## src/rtl/regfile_write_arbiter.sv

```systemverilog
// -----------------------------------------------------------------------------
// regfile_write_arbiter
//
// Shares the register file's single write port between the ALU writeback path
// and the memory-load writeback path. One request is accepted per cycle. The
// winning request lands on the registered write/wnum/wdata outputs one cycle
// later.
//
// Arbitration normally favours memory. An ALU request that has been stalled
// for STARVE_LIMIT consecutive cycles wins the next contested cycle. Accepted
// writes to register 0 are acknowledged but never strobed into the register
// file. They are counted in a saturating counter instead.
//
// Handshake (both request ports): a transfer happens on a rising clk edge
// where valid && ready are both high. ready is combinational from the valid
// inputs and the starvation counter, and at most one ready is high per cycle.
// While valid && !ready, the requester holds wnum/wdata stable. Both readys
// are held low while rst is high, so nothing is accepted during reset.
//
// Parameters:
//   STARVE_LIMIT  consecutive stalled ALU cycles before the ALU beats memory
//                 (1..15)
//   CNT_W         width of the zero-write drop counter
//
// Ports:
//   clk, rst      clock (rising edge), asynchronous active-high reset
//   alu_valid     ALU writeback request
//   alu_wnum      ALU destination register
//   alu_wdata     ALU result
//   alu_ready     ALU request accepted this cycle (combinational)
//   mem_valid     load writeback request
//   mem_wnum      load destination register
//   mem_wdata     load data
//   mem_ready     load request accepted this cycle (combinational)
//   write         register file write strobe (registered)
//   wnum          register file write index (registered)
//   wdata         register file write data (registered)
//   zero_drops    saturating count of accepted writes to register 0
// -----------------------------------------------------------------------------
module regfile_write_arbiter #(
    parameter int STARVE_LIMIT = 4,
    parameter int CNT_W        = 8
) (
    input  logic             clk,
    input  logic             rst,

    input  logic             alu_valid,
    input  logic [4:0]       alu_wnum,
    input  logic [31:0]      alu_wdata,
    output logic             alu_ready,

    input  logic             mem_valid,
    input  logic [4:0]       mem_wnum,
    input  logic [31:0]      mem_wdata,
    output logic             mem_ready,

    output logic             write,
    output logic [4:0]       wnum,
    output logic [31:0]      wdata,
    output logic [CNT_W-1:0] zero_drops
);

    localparam logic [3:0] LIMIT = 4'(STARVE_LIMIT);

    // Number of consecutive cycles the ALU has been waiting. It saturates at
    // LIMIT, which is all the grant logic needs to know.
    logic [3:0]  starve_cnt;

    logic        grant_alu;
    logic        grant_mem;
    logic        accept;
    logic [4:0]  sel_wnum;
    logic [31:0] sel_wdata;
    logic        sel_is_zero;

    // ------------------------------------------------------------------
    // Grant: memory wins contested cycles unless the ALU has starved long
    // enough. Both grants are forced low during reset so that no transfer
    // is accepted while the output stage is held clear.
    // ------------------------------------------------------------------
    always_comb begin
        grant_alu = 1'b0;
        grant_mem = 1'b0;
        if (!rst) begin
            if (alu_valid && mem_valid) begin
                if (starve_cnt >= LIMIT) begin
                    grant_alu = 1'b1;
                end else begin
                    grant_mem = 1'b1;
                end
            end else begin
                grant_alu = alu_valid;
                grant_mem = mem_valid;
            end
        end
    end

    assign alu_ready = grant_alu;
    assign mem_ready = grant_mem;

    // ------------------------------------------------------------------
    // Winner selection for the output stage.
    // ------------------------------------------------------------------
    always_comb begin
        accept    = 1'b0;
        sel_wnum  = 5'd0;
        sel_wdata = 32'd0;
        if (alu_valid && grant_alu) begin
            accept    = 1'b1;
            sel_wnum  = alu_wnum;
            sel_wdata = alu_wdata;
        end else if (mem_valid && grant_mem) begin
            accept    = 1'b1;
            sel_wnum  = mem_wnum;
            sel_wdata = mem_wdata;
        end
    end

    assign sel_is_zero = (sel_wnum == 5'd0);

    // ------------------------------------------------------------------
    // Starvation counter. After an ALU override it clears, so the next
    // contested cycle goes back to memory. Memory can therefore never be
    // starved.
    // ------------------------------------------------------------------
    always_ff @(posedge clk or posedge rst) begin
        if (rst) begin
            starve_cnt <= 4'd0;
        end else if (!alu_valid || grant_alu) begin
            starve_cnt <= 4'd0;
        end else if (starve_cnt < LIMIT) begin
            starve_cnt <= starve_cnt + 4'd1;
        end
    end

    // ------------------------------------------------------------------
    // Output stage. write is a single-cycle strobe per accepted non-zero
    // transfer. wnum/wdata follow every accepted transfer, including
    // absorbed register-0 writes, and otherwise hold their last value.
    // ------------------------------------------------------------------
    always_ff @(posedge clk or posedge rst) begin
        if (rst) begin
            write <= 1'b0;
            wnum  <= 5'd0;
            wdata <= 32'd0;
        end else begin
            write <= accept && !sel_is_zero;
            if (accept) begin
                wnum  <= sel_wnum;
                wdata <= sel_wdata;
            end
        end
    end

    // ------------------------------------------------------------------
    // Register-0 drop counter. It saturates at all-ones and does not wrap.
    // ------------------------------------------------------------------
    always_ff @(posedge clk or posedge rst) begin
        if (rst) begin
            zero_drops <= '0;
        end else if (accept && sel_is_zero && (zero_drops != '1)) begin
            zero_drops <= zero_drops + CNT_W'(1);
        end
    end

endmodule

```

## config.mk

```make
export PLATFORM = sky130hd
export DESIGN_NAME = regfile_write_arbiter
export DESIGN_NICKNAME = d
export VERILOG_FILES = /design/src/rtl/regfile_write_arbiter.sv
export SDC_FILE = /design/constraint.sdc
export NUM_CORES = 1
export LEC_CHECK = 0
export ABC_AREA = 1
export CORE_AREA = 10 10 93 95
export CTS_CLUSTER_SIZE = 25
export DETAILED_ROUTE_END_ITERATION = 8
export DIE_AREA = 0 0 103 105
export PLACE_DENSITY = 0.83
export REMOVE_ABC_BUFFERS = 1
export SETUP_SLACK_MARGIN = 0.5
export SLEW_MARGIN = 20
export SYNTH_ARGS = -nofsm -noshare
export SYNTH_HDL_FRONTEND = slang
export SYNTH_SLANG_ARGS = --single-unit
```

## constraint.sdc

```tcl
create_clock -name clk -period 1.4 [get_ports clk]
set_input_delay 0.14 -clock clk [delete_from_list [all_inputs] [get_ports clk]]
set_output_delay 0.14 -clock clk [all_outputs]
set_load 0.02 [all_outputs]
```

==> impl_metrics.py <==
metrics = {
    "status": {
        "status": "finished, violations left",
        "violations": "negative setup slack",
    },
    "placement": {
        "placed_area_um2": 3930,
        "routabilityCongestion": 0.794,
        "io_buffers": 125,
        "dp_hpwl_um": 6740,
    },
    "finish": {
        "syn2layout_area_growth_pct": 133,
        "design_area_um2": 5560,
        "drive_above_1_share_pct": 54.8,
        "nNetsFinal": 548,
        "final_cell_mix": "74 x clkdlybuf4s50_1, 65 x buf_6, 48 x buf_4",
        "n_antenna_cell": 0,
        "layout_commonest_cell": "clkdlybuf4s50_1",
    },
    "critical_path": {
        "crit_type": "flip-flop to flip-flop",
        "cp-end-kind": "flip-flop",
        "regToRegStartpoint": "starve_cnt[3]",
        "crit_path_frequent_cell": "nand2_4",
        "critPathMaxStageDelay_ns": 0.49,
        "crit_family": "simple AND/OR/NAND/NOR gates",
        "startpoint": "starve_cnt[3]",
        "reg2reg_to": "zero_drops[4]",
        "worst_setup_path_start_kind": "flip-flop",
        "required_ns": 1.66,
        "crit_slowest_cell": "dfrtp_2",
        "ff2ff_path_depth": 10,
        "crit_arrival_ns": 1.99,
        "endpoint": "zero_drops[4]",
        "path_cells": "nor2_4, nand2_4, buf_12, nand3_1, nand2_4, inv_2, nand2_4, nor2_4, nand3_1, nand2_1",
        "cp_max_fo": 5,
        "rrSetupSlack_ns": -0.32,
        "crit_buf_inv": 2,
        "cp.depth": 10,
    },
    "floorplan": {
        "start_util_pct": 35.3,
        "dieHeight_um": 105,
        "dieArea_um2": 10800,
        "die_x_um": 103,
        "io-pin-count": 126,
        "core_area_um2": 6760,
        "rows": 30,
    },
    "power": {
        "p_per_area_nw_per_um2": 965,
        "ir_drop_uv": 531,
        "power_leakage_nw": 2.34,
    },
    "clock_network": {
        "htree_levels": 2,
        "numCtsBuffers": 5,
        "clkLatencyLatePin_ns": 0.32,
        "cts_tree": "built",
        "cts_sinks": 50,
        "clk_pin_slew_worst_paths_ns": 0.13,
        "clk_path_buf_depth": 2,
        "clockRootBuffer": "clkbuf_8",
        "postCtsHoldBufs": 0,
    },
    "sta": {
        "setup_violations": 47,
        "hold_violations": 0,
        "finClkSkew_ns": 0.0278,
        "relSlewSlack_pct": 78.2,
        "max_freq_mhz": 580,
        "drv_slew": 0,
        "setup_slack_ns": -0.323,
        "tightest_slew_ns": 0.327,
        "final.period_utilization_pct": 123,
        "holdWs_ns": 0.215,
        "fin_crit_ns": 1.72,
        "rsz0062_at_grt": "yes",
    },
    "grt": {
        "use_met2_pct": 36.2,
        "grt_pass1_vias": 3101,
        "grt_busiest_layer": "met2",
        "grt_first_pass_wirelength_um": 17300,
        "grtUsageMet1_pct": 22.9,
        "met3_usage_pct": 4.81,
        "grt_max_degree": 33,
        "track_usage_pct": 20.3,
        "grt_antenna_before_repair": 0,
        "gr-total-overflow": 0,
    },
    "route": {
        "drt_iter0_drc": 231,
        "routedWlPerCell_um": 25.2,
        "vias_per_cell": 5.61,
        "vias": 3081,
        "routed_wl_um": 13900,
        "drc_errors": 0,
        "ant_nets": 0,
        "first_pass_iters": 5,
    },
    "hold_path": {
        "hp-class": "input pin to async pin",
    },
    "synthesis": {
        "ys_types": 23,
        "syn_area_um2": 2380,
        "yosys_warnings": 0,
        "synth_cells": 261,
        "syn_area_per_cell_um2": 9.13,
        "yosys_register_bits": 50,
        "ys_seq_area_share_pct": 52.5,
    },
    "flow_run": {
        "max-cap-violations": 0,
    },
}
-- where the power goes --
group	total, W	leakage, nW	internal (W)	switching [W]
clock network	0.000937	0.0408	0.000360	0.000577
logic	0.00255	1.73	0.00135	0.00120
registers	0.00187	0.569	0.00166	0.000208
total	0.00536	2.34	0.00337	0.00199
-- cell usage after synthesis --
library cell	number	share of area [%]
a21oi_1	2	0.42
buf_2	6	1.3
clkbuf_1	6	0.95
dfrtp_1	50	53
ha_1	2	1.1
inv_1	8	1.3
inv_2	6	0.95
nand2_1	32	5.0
nand2_2	3	0.79
nand2_4	2	0.95
nand3_1	21	4.4
nand3_2	2	0.84
nand4_4	1	0.89
nor2_1	37	5.8
nor2_2	2	0.53
nor2_4	6	2.8
nor2_8	1	0.84
nor3_1	32	6.7
o21ai_0	1	0.21
o21ai_2	2	0.74
o22ai_1	32	8.4
xnor2_1	4	1.5
xor2_1	3	1.1
-- what timing repair did --
action,in CTS,in global routing
pin swaps,26,33
endpoints found under the hold margin,0,0
gates resized for setup,389,76
cloned,7,3
endpoints found under the setup margin,98,98
setup buffers,28,21
-- worst reg2reg max path, stage by stage, from the launching register on --
cell,delay [ns]
dfrtp_2,0.49
nor2_4,0.16
nand2_4,0.10
buf_12,0.14
nand3_1,0.15
nand2_4,0.09
inv_2,0.09
nand2_4,0.07
nor2_4,0.17
nand3_1,0.12
nand2_1,0.08
-- how the worst min path moves through the flow --
stage | from | end | slack (ns)
after floorplan | mem_wdata[0] | wdata[0] | 0.29
after global routing | rst | wdata[17] | 0.23
after detailed placement | wnum[0] | wnum[0] | 0.47
after CTS | rst | wdata[17] | 0.19
after global placement | wnum[4] | wnum[4] | 0.46
final | rst | wdata[15] | 0.21
-- kinds of logic (layout without fill, tap and decap cells) --
logic type | after synthesis | count (layout) | synth area share, %
AO/OA/AOI/OAI | 37 | 37 | 9.77
XOR/XNOR | 7 | 7 | 2.57
adder cells (fa/ha/maj) | 2 | 2 | 1.05
buffers and inverters | 26 | 233 | 4.41
flip-flops | 50 | 50 | 52.5
AND/OR/NAND/NOR | 139 | 140 | 29.7
-- layout make-up --
type	instances	area [um^2]
inverter	14	67.6
multi-input combinational	186	1710
timing repair buffer	211	2330
tap	80	100
clock inverter	3	23.8
sequential	50	1260
clock buffer	5	68.8
fill	334	1200
-- registers in the layout, indices dropped and copies added, names as in the netlist --
register,cells
write,1
wdata,32
wnum,5
zero_drops,8
starve_cnt,4
-- through the flow --
stage               TNS (ns)  setup WS, ns  utilization (%)  power [W]  cells
finish                -10.30        -0.323             82.2    0.00536    549
global route          -11.72        -0.384             82.2    0.00555    549
CTS                    -4.08        -0.223             72.8    0.00487    525
detailed placement    -16.22        -0.455             58.1    0.00355    482
global placement      -14.09        -0.368             58.1    0.00350    482
floorplan              -7.59        -0.193                -    0.00255    249
-- per-layer routing --
metal / vias up / part of all wire [%]
li1: 1308 / -
met5: - / 0
met1: 1522 / 35
met4: 0 / 5.3
met3: 55 / 7.2
met2: 196 / 52
Power figures use the tool's default switching activity.
